--- src/rtl/avr_ppgm_pkg.sv ---
// Shared definitions for the AVR high-voltage parallel programming sequencer:
// host op codes, FSM state encoding and a small op classifier.
package avr_ppgm_pkg;

    localparam logic [3:0] OP_CLR      = 4'd0;
    localparam logic [3:0] OP_LOAD_CMD = 4'd1;
    localparam logic [3:0] OP_ADDR_LO  = 4'd2;
    localparam logic [3:0] OP_ADDR_HI  = 4'd3;
    localparam logic [3:0] OP_DATA_LO  = 4'd4;
    localparam logic [3:0] OP_DATA_HI  = 4'd5;
    localparam logic [3:0] OP_PAGEL    = 4'd6;
    localparam logic [3:0] OP_PROG     = 4'd7;
    localparam logic [3:0] OP_READ     = 4'd8;

    typedef enum logic [2:0] {
        S_IDLE,
        S_SETUP,
        S_PULSE,
        S_HOLD,
        S_BSY_GAP,
        S_WAIT_RDY,
        S_READ_WAIT,
        S_SAMPLE
    } state_e;

    // Ops that latch a byte into the DUT with an XTAL1 pulse.
    function automatic logic is_load(input logic [3:0] op);
        return (op >= OP_LOAD_CMD) && (op <= OP_DATA_HI);
    endfunction

endpackage

--- src/rtl/avr_ppgm_sync2.sv ---
// Two-flop synchronizer for the asynchronous RDY/BSY pin.
module avr_ppgm_sync2 (
    input  logic clk_i,
    input  logic rst_ni,
    input  logic d_i,
    output logic q_o
);

    logic [1:0] sync_q;

    always_ff @(posedge clk_i or negedge rst_ni) begin
        if (!rst_ni) sync_q <= 2'b00;
        else         sync_q <= {sync_q[0], d_i};
    end

    assign q_o = sync_q[1];

endmodule

--- src/rtl/avr_ppgm_seq.sv ---
// Strobe sequencer: turns one-cycle host commands into timed XTAL1/PAGEL/WR/OE
// waveforms for AVR HV parallel programming, with RDY polling and timeout.
module avr_ppgm_seq
    import avr_ppgm_pkg::*;
#(
    parameter int SETUP_CYC   = 2,
    parameter int PULSE_CYC   = 4,
    parameter int TIMEOUT_CYC = 48000
) (
    input  logic       osc,
    input  logic       rst_n,
    input  logic       cmd_valid,
    input  logic [3:0] cmd_op,
    input  logic [7:0] cmd_data,
    output logic       cmd_ready,
    output logic [7:0] rd_data,
    output logic       rd_valid,
    output logic       timeout,
    input  logic       dut_rdy,
    input  logic [7:0] dut_q,
    output logic       dut_xtal,
    output logic       dut_pagel,
    output logic       dut_wr_n,
    output logic       dut_oe_n,
    output logic       dut_xa0,
    output logic       dut_xa1,
    output logic       dut_bs1,
    output logic       dut_bs2,
    output logic [7:0] dut_data,
    output logic       dut_data_oe
);

    // Counter holds "cycles remaining minus one" for the current state.
    localparam logic [15:0] SETUP_LD   = 16'(SETUP_CYC - 1);
    localparam logic [15:0] PULSE_LD   = 16'(PULSE_CYC - 1);
    localparam logic [15:0] TIMEOUT_LD = 16'(TIMEOUT_CYC - 1);

    state_e      state_q, state_d;
    logic [15:0] cnt_q, cnt_d;
    logic [3:0]  op_q, op_d;
    logic [1:0]  xa_q, xa_d;
    logic        bs1_q, bs1_d, bs2_q, bs2_d;
    logic [7:0]  data_q, data_d, rd_data_q, rd_data_d;
    logic        timeout_q, timeout_d;
    logic        rdy_s, accept, cnt_done;

    avr_ppgm_sync2 u_rdy_sync (
        .clk_i  (osc),
        .rst_ni (rst_n),
        .d_i    (dut_rdy),
        .q_o    (rdy_s)
    );

    assign accept   = cmd_valid && (state_q == S_IDLE) && (cmd_op <= OP_READ);
    assign cnt_done = (cnt_q == 16'd0);

    always_ff @(posedge osc or negedge rst_n) begin
        if (!rst_n) begin
            state_q   <= S_IDLE;
            cnt_q     <= '0;
            op_q      <= OP_CLR;
            xa_q      <= '0;
            bs1_q     <= 1'b0;
            bs2_q     <= 1'b0;
            data_q    <= '0;
            rd_data_q <= '0;
            timeout_q <= 1'b0;
        end else begin
            state_q   <= state_d;
            cnt_q     <= cnt_d;
            op_q      <= op_d;
            xa_q      <= xa_d;
            bs1_q     <= bs1_d;
            bs2_q     <= bs2_d;
            data_q    <= data_d;
            rd_data_q <= rd_data_d;
            timeout_q <= timeout_d;
        end
    end

    always_comb begin
        state_d   = state_q;
        cnt_d     = cnt_q - 16'd1;
        op_d      = op_q;
        xa_d      = xa_q;
        bs1_d     = bs1_q;
        bs2_d     = bs2_q;
        data_d    = data_q;
        rd_data_d = rd_data_q;
        timeout_d = timeout_q;
        case (state_q)
            S_IDLE: begin
                cnt_d = cnt_q;
                if (accept) begin
                    op_d = cmd_op;
                    case (cmd_op)
                        OP_LOAD_CMD: begin xa_d = 2'b10; bs1_d = 1'b0; end
                        OP_ADDR_LO:  begin xa_d = 2'b00; bs1_d = 1'b0; end
                        OP_ADDR_HI:  begin xa_d = 2'b00; bs1_d = 1'b1; end
                        OP_DATA_LO:  begin xa_d = 2'b01; bs1_d = 1'b0; end
                        OP_DATA_HI:  begin xa_d = 2'b01; bs1_d = 1'b1; end
                        OP_PROG, OP_READ: begin
                            bs1_d = cmd_data[0];
                            bs2_d = cmd_data[1];
                        end
                        default: ;
                    endcase
                    if (is_load(cmd_op)) data_d = cmd_data;
                    // CLR borrows the one-cycle SAMPLE state as its busy cycle.
                    if (cmd_op == OP_CLR) begin
                        timeout_d = 1'b0;
                        state_d   = S_SAMPLE;
                    end else begin
                        state_d = S_SETUP;
                        cnt_d   = SETUP_LD;
                    end
                end
            end
            S_SETUP: if (cnt_done) begin
                state_d = (op_q == OP_READ) ? S_READ_WAIT : S_PULSE;
                cnt_d   = PULSE_LD;
            end
            S_PULSE: if (cnt_done) begin
                state_d = (op_q == OP_PROG) ? S_BSY_GAP : S_HOLD;
                cnt_d   = SETUP_LD;
            end
            S_HOLD: if (cnt_done) state_d = S_IDLE;
            S_BSY_GAP: if (cnt_done) begin
                state_d = S_WAIT_RDY;
                cnt_d   = TIMEOUT_LD;
            end
            S_WAIT_RDY: begin
                // RDY wins over expiry when both land in the same cycle.
                if (rdy_s) begin
                    state_d = S_IDLE;
                end else if (cnt_done) begin
                    state_d   = S_IDLE;
                    timeout_d = 1'b1;
                end
            end
            S_READ_WAIT: if (cnt_done) begin
                state_d   = S_SAMPLE;
                rd_data_d = dut_q;
            end
            S_SAMPLE: state_d = S_IDLE;
            default:  state_d = S_IDLE;
        endcase
    end

    always_comb begin
        cmd_ready   = (state_q == S_IDLE);
        dut_xtal    = (state_q == S_PULSE) && is_load(op_q);
        dut_pagel   = (state_q == S_PULSE) && (op_q == OP_PAGEL);
        dut_wr_n    = !((state_q == S_PULSE) && (op_q == OP_PROG));
        dut_oe_n    = !((op_q == OP_READ) &&
                        ((state_q == S_SETUP) || (state_q == S_READ_WAIT)));
        dut_data_oe = is_load(op_q) &&
                      ((state_q == S_SETUP) || (state_q == S_PULSE) || (state_q == S_HOLD));
        rd_valid    = (state_q == S_SAMPLE) && (op_q == OP_READ);
    end

    assign rd_data  = rd_data_q;
    assign timeout  = timeout_q;
    assign dut_xa0  = xa_q[0];
    assign dut_xa1  = xa_q[1];
    assign dut_bs1  = bs1_q;
    assign dut_bs2  = bs2_q;
    assign dut_data = data_q;

endmodule

--- config.mk ---
export PLATFORM = sky130hd
export DESIGN_NAME = avr_ppgm_seq
export DESIGN_NICKNAME = d
export VERILOG_FILES = /design/src/rtl/avr_ppgm_pkg.sv /design/src/rtl/avr_ppgm_sync2.sv /design/src/rtl/avr_ppgm_seq.sv
export SDC_FILE = /design/constraint.sdc
export NUM_CORES = 1
export LEC_CHECK = 0
export CORE_MARGIN = 2
export CORE_UTILIZATION = 55
export DETAILED_ROUTE_END_ITERATION = 8
export DONT_BUFFER_PORTS = 1
export PLACE_DENSITY = 0.7
export SYNTH_ARGS = -nofsm -noshare
export SYNTH_HDL_FRONTEND = slang
export SYNTH_SLANG_ARGS = --single-unit
export TNS_END_PERCENT = 50
--- constraint.sdc ---
create_clock -name osc -period 2.9 [get_ports osc]
set_input_delay 0.87 -clock osc [delete_from_list [all_inputs] [get_ports osc]]
set_output_delay 0.87 -clock osc [all_outputs]
set_load 0.01 [all_outputs]
# After elaboration in Yosys (flattened, before gate mapping)
# Index checks and enable logic that the tools add are counted.
totals:
  register_bits: 46
  output_inout_bits: 28
  word_cells: 101
classes:
  reduce_logical: 35
  order_cmp: 5
  n_mux: 24
  n_addsub: 1
  n_eq_ne: 26
op_table:
  columns: ["cell", "count"]
  rows:
  - ["two-way mux 16 bit", 5]
  - ["case mux 16 bit (4 select lines)", 1]
  - ["two-way mux 3 bit", 10]
  - ["case mux 3 bit (8 select lines)", 1]
  - ["equality test 4 x 3 -> 1 bit, second input constant", 5]
  - ["logical NOT 16 bit", 1]
  - ["subtractor 16 x 1 -> 16 bit, second input constant", 1]
  - ["!= test 2 bit, second input constant", 7]
  - ["equality test 3 bit, second input constant", 4]
  - ["AND reduction 3 bit", 4]
  - ["logical AND 1 bit", 10]
  - ["AND reduction 5 bit", 2]
  - ["equality test 4 x 2 -> 1 bit, second input constant", 2]
  - ["equality test 4 bit, second input constant", 2]
  - [">= comparator 4 x 1 -> 1 bit, second input constant", 2]
  - ["less-or-equal comparator 4 x 3 -> 1 bit, second input constant", 2]
  - ["OR reduction 2 bit", 4]
  - ["equality test 3 x 2 -> 1 bit, second input constant", 2]
  - ["case mux 2 bit (3 select lines)", 1]
  - ["AND reduction 2 bit", 3]
  - ["nonzero test 3 bit", 2]
  - ["equality test 4 x 1 -> 1 bit, second input constant", 1]
  - ["less-or-equal comparator 4 bit, second input constant", 1]
  - ["logical NOT 4 bit", 1]
  - ["10 further kinds", 17]

# Depth between registers and ports, before layout
# Gate-level depths: netlist of run 1.
depth:
  word_depth: 5
  depth_mapped: 8
  depth_no_buf: 7

# Hierarchy
# Synthesis of run 1 repeated with hierarchy kept, for this count alone.
unflattened:
  hier_cells: 261
  hier_area_um2: 2561.2
modules_own_cells:
  columns: ["mod", "cells_per_inst", "instances", "area_per_inst_um2"]
  rows:
  - ["avr_ppgm_seq", 259, 1, 2511.2]
  - ["avr_ppgm_sync2", 2, 1, 50.0]

# Worst setup path after synthesis of run 1
# No wires, ideal clock.
synth_timing:
  kind: "input-to-reg"
  from: "input port cmd_op[2]"
  to: "register state_q[2]"
  setup_slack_ns: 0.548
  cell_stages: 6
  t_arrival_ns: 2.279
  setup_ns: 0.073
  n_path_buf: 2
  path_cell_list: "buf_2 -> or4_4 -> a311o_1 -> buf_6 -> a32o_1 -> a21oi_2"
synth_via:
  elab_chain_cells: 4
synth_rtl:
  columns: ["element", "line", "source"]
  rows:
  - ["start, declared", "avr_ppgm_seq.sv:13", "input logic [3:0] cmd_op,"]
  - ["less-or-equal comparator 4 bit or logical NOT 4 bit (tied branches)", "avr_ppgm_seq.sv:54, avr_ppgm_seq.sv:110", null]
  - ["logical AND 1 bit or two-way mux 3 bit (tied branches)", "avr_ppgm_seq.sv:54, avr_ppgm_seq.sv:110", null]
  - ["!= test 2 x 1 -> 1 bit (no line) or two-way mux 3 bit (tied branches)", null, null]
  - ["AND reduction 5 bit (no line) or case mux 3 bit (8 select lines) (tied branches)", null, null]
  - ["end signal, assigned", "avr_ppgm_seq.sv:69", "state_q <= state_d;"]
  - ["end, declared", "avr_ppgm_seq.sv:38", "state_e state_q, state_d;"]
# Several ways; a longest one is shown, not always the timed one. The select of a mux whose other input is x is not followed.
# A chain may end at the register's enable or synchronous reset.

# Worst setup path after layout of run 1
layout_timing:
  from: "register state_q[2]"
  to: "output port dut_oe_n"
layout_via:
  elab_chain_cells: 4
layout_rtl:
  columns: ["element", "line", "source"]
  rows:
  - ["equality test 3 x 1 -> 1 bit or equality test 3 bit (tied branches)", "avr_ppgm_seq.sv:156", "((state_q == S_SETUP) || (state_q == S_READ_WAIT)));"]
  - ["logical OR 1 bit *", "avr_ppgm_seq.sv:156", null]
  - ["logical AND 1 bit *", "avr_ppgm_seq.sv:155", "dut_oe_n = !((op_q == OP_READ) &&"]
  - ["logical NOT 1 bit *", "avr_ppgm_seq.sv:155", null]
  - ["end, declared", "avr_ppgm_seq.sv:24", "output logic dut_oe_n,"]
# Mark *: on every way between the ends. The rest lies on a longest branch, timed or not.

==> results of run 1 <==
==> cell families after synthesis <==
logic type | count (synthesis)
and+or+nand+nor | 92
adders and majority gates | 2
DFF | 46
muxes | 20
buffers and inverters | 22
xor gates and xnor gates | 3
AOI/OAI and AO/OA | 69
==> state kept, by name, indices dropped and copies added (netlist names) <==
name               flops
state_q                3
u_rdy_sync.sync_q      2
op_q                   4
dut_data               8
cnt_q                 16
dut_bs2                1
timeout                1
dut_bs1                1
rd_data                8
xa_q                   2
==> worst reg2reg max path, cell delays in order, from the launching register on <==
cell	delay, ps
dfrtp_1	480
nor4_1	550
and4_1	330
a21o_1	340
o21ai_0	150
a21o_1	200
==> cell type report <==
| class | count | area, µm² |
|---|---|---|
| clock buffers | 5 | 68.8 |
| clock inverters | 3 | 21.3 |
| fillers | 403 | 1760 |
| inverters | 7 | 26.3 |
| multi-input cells | 186 | 1320 |
| flip-flops and latches | 46 | 1150 |
| well taps | 52 | 65.1 |
| repair buffers | 5 | 37.5 |
==> final timing paths <==
| kind | slack, ps | end | cells after the start |
|---|---|---|---|
| setup reg to reg | 740 | cnt_q[4] | 5 |
| hold / removal | 250 | dut_bs1 | 0 |
| max in group asynchronous | 2560 | dut_data[5] | 0 |
| hold reg to reg | 350 | u_rdy_sync.sync_q[1] | 0 |
| setup / recovery | 290 | dut_oe_n | 4 |
| min in group osc | 350 | u_rdy_sync.sync_q[1] | 0 |
==> cells in the final DEF, fill, tap and decap left out, types with 2 or more instances in the layout <==
cell type and n:
o211a_1 2, nor4_2 2, a22o_1 2, o21a_1 2
nor4b_2 2, o31ai_1 4, a22oi_1 3, nor4_1 5
a211oi_1 3, nor2b_1 2, or2_2 2, clkbuf_8 5
nor3_1 9, inv_1 7, nand3b_1 4, nor4b_1 2
nand2_1 18, nand4_1 3, mux2_2 18, nor2_1 15
a211o_1 2, buf_4 5, a21oi_2 2, nand3_1 12
a21o_1 6, o21ai_0 20, a31oi_1 6, xor2_1 2
dfrtp_1 46, a21oi_1 11, ha_1 2, and4_1 3
and4b_1 2
==> stage by stage <==
step | power [mW] | utilization (%) | area (µm²)
after global routing | 3.13 | 60.4 | 2690
final | 2.91 | 60.4 | 2690
after global placement | 2.49 | 58.4 | 2590
after CTS | 2.91 | 60.4 | 2690
after floorplan | 2.25 | - | 2580
after detailed placement | 2.52 | 58.4 | 2590
==> power by group through the flow <==
stage | Combinational [mW] | Clock, mW | Sequential (mW)
floorplan | 1.10 | 0 | 1.15
global placement | 1.19 | 0 | 1.30
detailed placement | 1.21 | 0 | 1.30
CTS | 1.21 | 0.402 | 1.30
global route | 1.35 | 0.424 | 1.35
finish | 1.22 | 0.386 | 1.30
==> layer usage <==
metal	track usage (%)	vias to the layer above	wire length (µm)
met5	0	-	0
met2	32.7	72	2390
met3	5.69	7	385
met4	8.02	0	69
li1	-	941	-
met1	28.7	967	2370
==> flow_summary.yaml, run 1 <==
route:
  drc: 0
  viasPerCell: 6.54
  wire_per_inst_um: 17.2
  num_vias: 1987
  first_iter_violations: 157
  ant_nets: 0
  drt_first_pass_iters: 4
  drt-total-wl_um: 5220
setup_path:
  crit-reg2reg-launch: "cnt_q[2]"
  startpoint: "state_q[2]"
  end_kind: "output pin"
  crit_type: "reg -> out"
  worstPathCellList: "buf_4, nor2_1, a22o_1, nand2_1"
  crit_required_ps: 2030
  crit_arrival_ps: 1740
  crit_buf_inv: 1
  crit_fanout: 12
  critPathTopFamily: "flip-flops"
  cpPeakStageDelay_ps: 540
  cp_slowest_cell: "dfrtp_1"
  cp-start-kind: "register"
placement:
  dp_slack_ps: 545
  placedCellCount: 296
  gp_congestion: 0.898
  dpl.hpwl_um: 3730
  port_buffers: 0
status:
  outcome: "completed"
global_routing:
  antenna_found_initial: 0
  overflow: 0
  grt_pass1_vias: 1890
  grt_max_degree: 47
  grt_usage_pct: 21.2
  grt_first_pass_wirelength_um: 8600
finish:
  nNetsFinal: 277
  layout-drive-gt1-share_pct: 18.7
  area_growth_syn_to_layout_pct: 4.23
  final_cells: 304
  n_antenna_cell: 0
timing:
  final.period_utilization_pct: 90.0
  tns_ps: 0
  maxSlewHeadroom_pct: 56.5
  slew_viol_final: 0
  skew_ps: 8.93
  setup_slack_ps: 290
  finalCriticalPeriod_ps: 2610
  hold_ws_ps: 254
  worst_pin_slew_ps: 647
  rsz0062_at_grt: "false"
  setup-violations-final: 0
  hold_violations: 0
  max_freq_mhz: 383
yosys:
  synth_edf_count: 0
  synth_top_family_by_area: "simple AND/OR/NAND/NOR gates"
  synth-xor-area-share_pct: 1.02
  synthAdderAreaFrac_pct: 0.971
  synth_compound_area_share_pct: 17.6
  synth-simple-area-share_pct: 22.7
  synth_nets: 280
  synthFlopType: "dfrtp_1"
  yosys.area.top_type: "dfrtp_1"
  synthTopCellsByArea: "dfrtp_1, mux2_2, o21ai_0, nand2_1, nand3_1"
  syn_area_um2: 2580
  avgSynthCellArea_um2: 10.1
  synthMostInstantiatedCell: "dfrtp_1"
  synthTopCellsByCount: "dfrtp_1, o21ai_0, mux2_2, nand2_1, nor2_1"
  netlist_instances: 254
  synth_top_area_share_pct: 44.7
  yosysWarnings: 0
  async_flop_share_pct: 100
  synth_cell_types: 56
  synthMuxAreaShare_pct: 8.69
  synth-seq-cells: 46
  yosysSeqAreaShare_pct: 44.7
power:
  powerDensity_nw_per_um2: 1080
  p_switching_mw: 1.29
  p_int_mw: 1.61
  vdd_drop_max_uv: 536
  seq_power_share_pct: 44.8
  swShare_pct: 44.4
  leakage_nw: 1.14
  power_frac_clock_pct: 13.3
  p_comb_share_pct: 41.9
clock_network:
  cts-root-buf: "clkbuf_8"
  clkSinkCount: 46
  cts_htree_levels: 2
  ctsHoldBuffers: 0
  cts_resized: 0
  clkTransAtPathRegs_ps: 90
  cts_setup_buffers: 0
  cts_tree: "built"
  clk_latency_ps: 300
  numCtsBuffers: 5
  cts_max_path_buffers: 2
floorplan:
  die_h_um: 72.4
  die_x_um: 72.4
  die-area_um2: 5250
  fp.coreArea_um2: 4440
  ios: 52
  start_util_pct: 58.0
  core.rowCount: 24
run:
  cap_violations: 0
min_path:
  hold_path_class: "in -> async"
Power figures use the tool's default switching activity.
==> run 2: changes to the inputs <==
Settings changed: DONT_BUFFER_PORTS 1 to default, PLACE_DENSITY 0.7 to 0.85.
==> flow_summary.yaml, run 2 (same netlist as run 1, synthesis figures left out) <==
status:
  outcome: "completed"
global_routing:
  overflow: 0
  grt_pass1_vias: 2265
  antenna_found_initial: 0
  grt_first_pass_wirelength_um: 10200
  grt_usage_pct: 24.8
  grt_max_degree: 47
timing:
  rsz0062_at_grt: "false"
  max_freq_mhz: 355
  tns_ps: 0
  maxSlewHeadroom_pct: 61.3
  final.period_utilization_pct: 97.0
  setup-violations-final: 0
  skew_ps: 8.80
  slew_viol_final: 0
  hold_violations: 0
  worst_pin_slew_ps: 581
  finalCriticalPeriod_ps: 2810
placement:
  placedCellCount: 358
  dpl.hpwl_um: 4520
  gp_congestion: 0.929
  place_area_um2: 3180
  port_buffers: 51
setup_path:
  end_kind: "output pin"
  cp-start-kind: "register"
  cpPeakStageDelay_ps: 590
  crit_arrival_ps: 1940
  crit_fanout: 11
  crit_type: "reg -> out"
  worstPathCellList: "buf_4, nor2_1, nor3_1, clkdlybuf4s50_1"
  crit_required_ps: 2030
  cp_slowest_cell: "clkdlybuf4s50_1"
finish:
  top_register: "cnt_q"
  multi_input_area_um2: 1320
  final_cells: 366
  largest_register_ffs: 16
  nFillCells: 331
  layout_common_cells: "clkdlybuf4s50_1, dfrtp_1, o21ai_0"
  n_antenna_cell: 0
  area_growth_syn_to_layout_pct: 28.2
  layout_commonest_cell: "clkdlybuf4s50_1"
  regArea_um2: 1150
  layout-drive-gt1-share_pct: 19.4
  nNetsFinal: 339
  finalInstanceArea_um2: 3300
clock_network:
  cts_htree_levels: 2
  cts_max_path_buffers: 2
  clkSinkCount: 46
  cts_tree: "built"
  cts_setup_buffers: 0
  clk_latency_ps: 300
  numCtsBuffers: 5
  clkTransAtPathRegs_ps: 90
  cts-root-buf: "clkbuf_8"
floorplan:
  die_x_um: 72.4
  die-area_um2: 5250
  ios: 52
  start_util_pct: 58.0
  die_h_um: 72.4
  core.rowCount: 24
  fp.coreArea_um2: 4440
route:
  num_vias: 2260
  viasPerCell: 6.17
  drt_first_pass_iters: 5
  first_iter_violations: 286
  drc: 0
  drt-total-wl_um: 6330
  ant_nets: 0
  wire_per_inst_um: 17.3
min_path:
  hold_path_class: "reg -> reg"
power:
  leakage_nw: 1.42
  power_mw: 3.32
  powerDensity_nw_per_um2: 1010
  vdd_drop_max_uv: 626
run:
  cap_violations: 0
run 2: changes by cell type in the layout (fill, tap and decap cells not counted), sizes merged:
cell           change
clkdlybuf4s50     +49
buf               +12
bufinv             +1
clkinvlp           -1
dlymetal6s2s       +1
run 2: stage by stage:
stage / hold slack [ps] / setup WS, ps / util [%]
after floorplan: 331 / 548 / -
after CTS: 357 / 62.9 / 74.1
final: 357 / 86.5 / 74.3
after global placement: 339 / 120 / 71.6
after global routing: 386 / 17.1 / 74.3
after detailed placement: 338 / 39.9 / 71.6
run 2: layout make-up:
cell class	instances	share of cell area [%]
clock buffer	5	2.08
clock inverter	3	1.21
inverter	7	0.796
timing repair buffer	67	19.0
sequential	46	34.9
multi-input combinational	186	40.0
tap	52	1.97
run 2: worst max-delay path, delay by kind of cell (launching register included):
family	cells	cell delay (ps)
AND/OR/NAND/NOR	2	320
flip-flops	1	500
buffers and inverters	2	820
run 2: path summary, 6_finish.rpt:
check / start / to / slack [ps] / cells past startpoint
min reg2reg: u_rdy_sync.sync_q[0] / u_rdy_sync.sync_q[1] / 360 / 0
max: state_q[0] / dut_data_oe / 90 / 4
max in group asynchronous: rst_n / state_q[1] / 1830 / 2
min in group asynchronous: rst_n / cnt_q[8] / 640 / 2
max reg2reg: cnt_q[8] / cnt_q[6] / 660 / 5
min: u_rdy_sync.sync_q[0] / u_rdy_sync.sync_q[1] / 360 / 0
run 2: report_power, final:
group          switching, mW  internal [mW]  leakage [nW]
combinational          0.826          0.807         0.801
clock                  0.218          0.254        0.0579
sequential             0.314          0.903         0.562
total                   1.36           1.96          1.42
run 2: repair_timing:
action                                 4_1_cts  5_1_grt
endpoints found under the hold margin        0        0
resized for setup                            0        3
setup endpoints to repair                    0        3
hold buffers                                 0        0
run 2: routing by layer:
layer  share of wire, %  GRT usage, %  vias up  wire (µm)
li1                   -             -     1072          -
met1                 40          30.5     1080       2540
met2                 51          42.7       93       3210
met3                7.2          6.25       15        458
met4                1.9          8.23        0        121
met5                  0             0        -          0
==> run 3: changes to the inputs <==
Settings changed: CTS_CLUSTER_SIZE from default to 40.
==> results of run 3 <==
Final layout, timing and power as in run 2 (identical DEF).
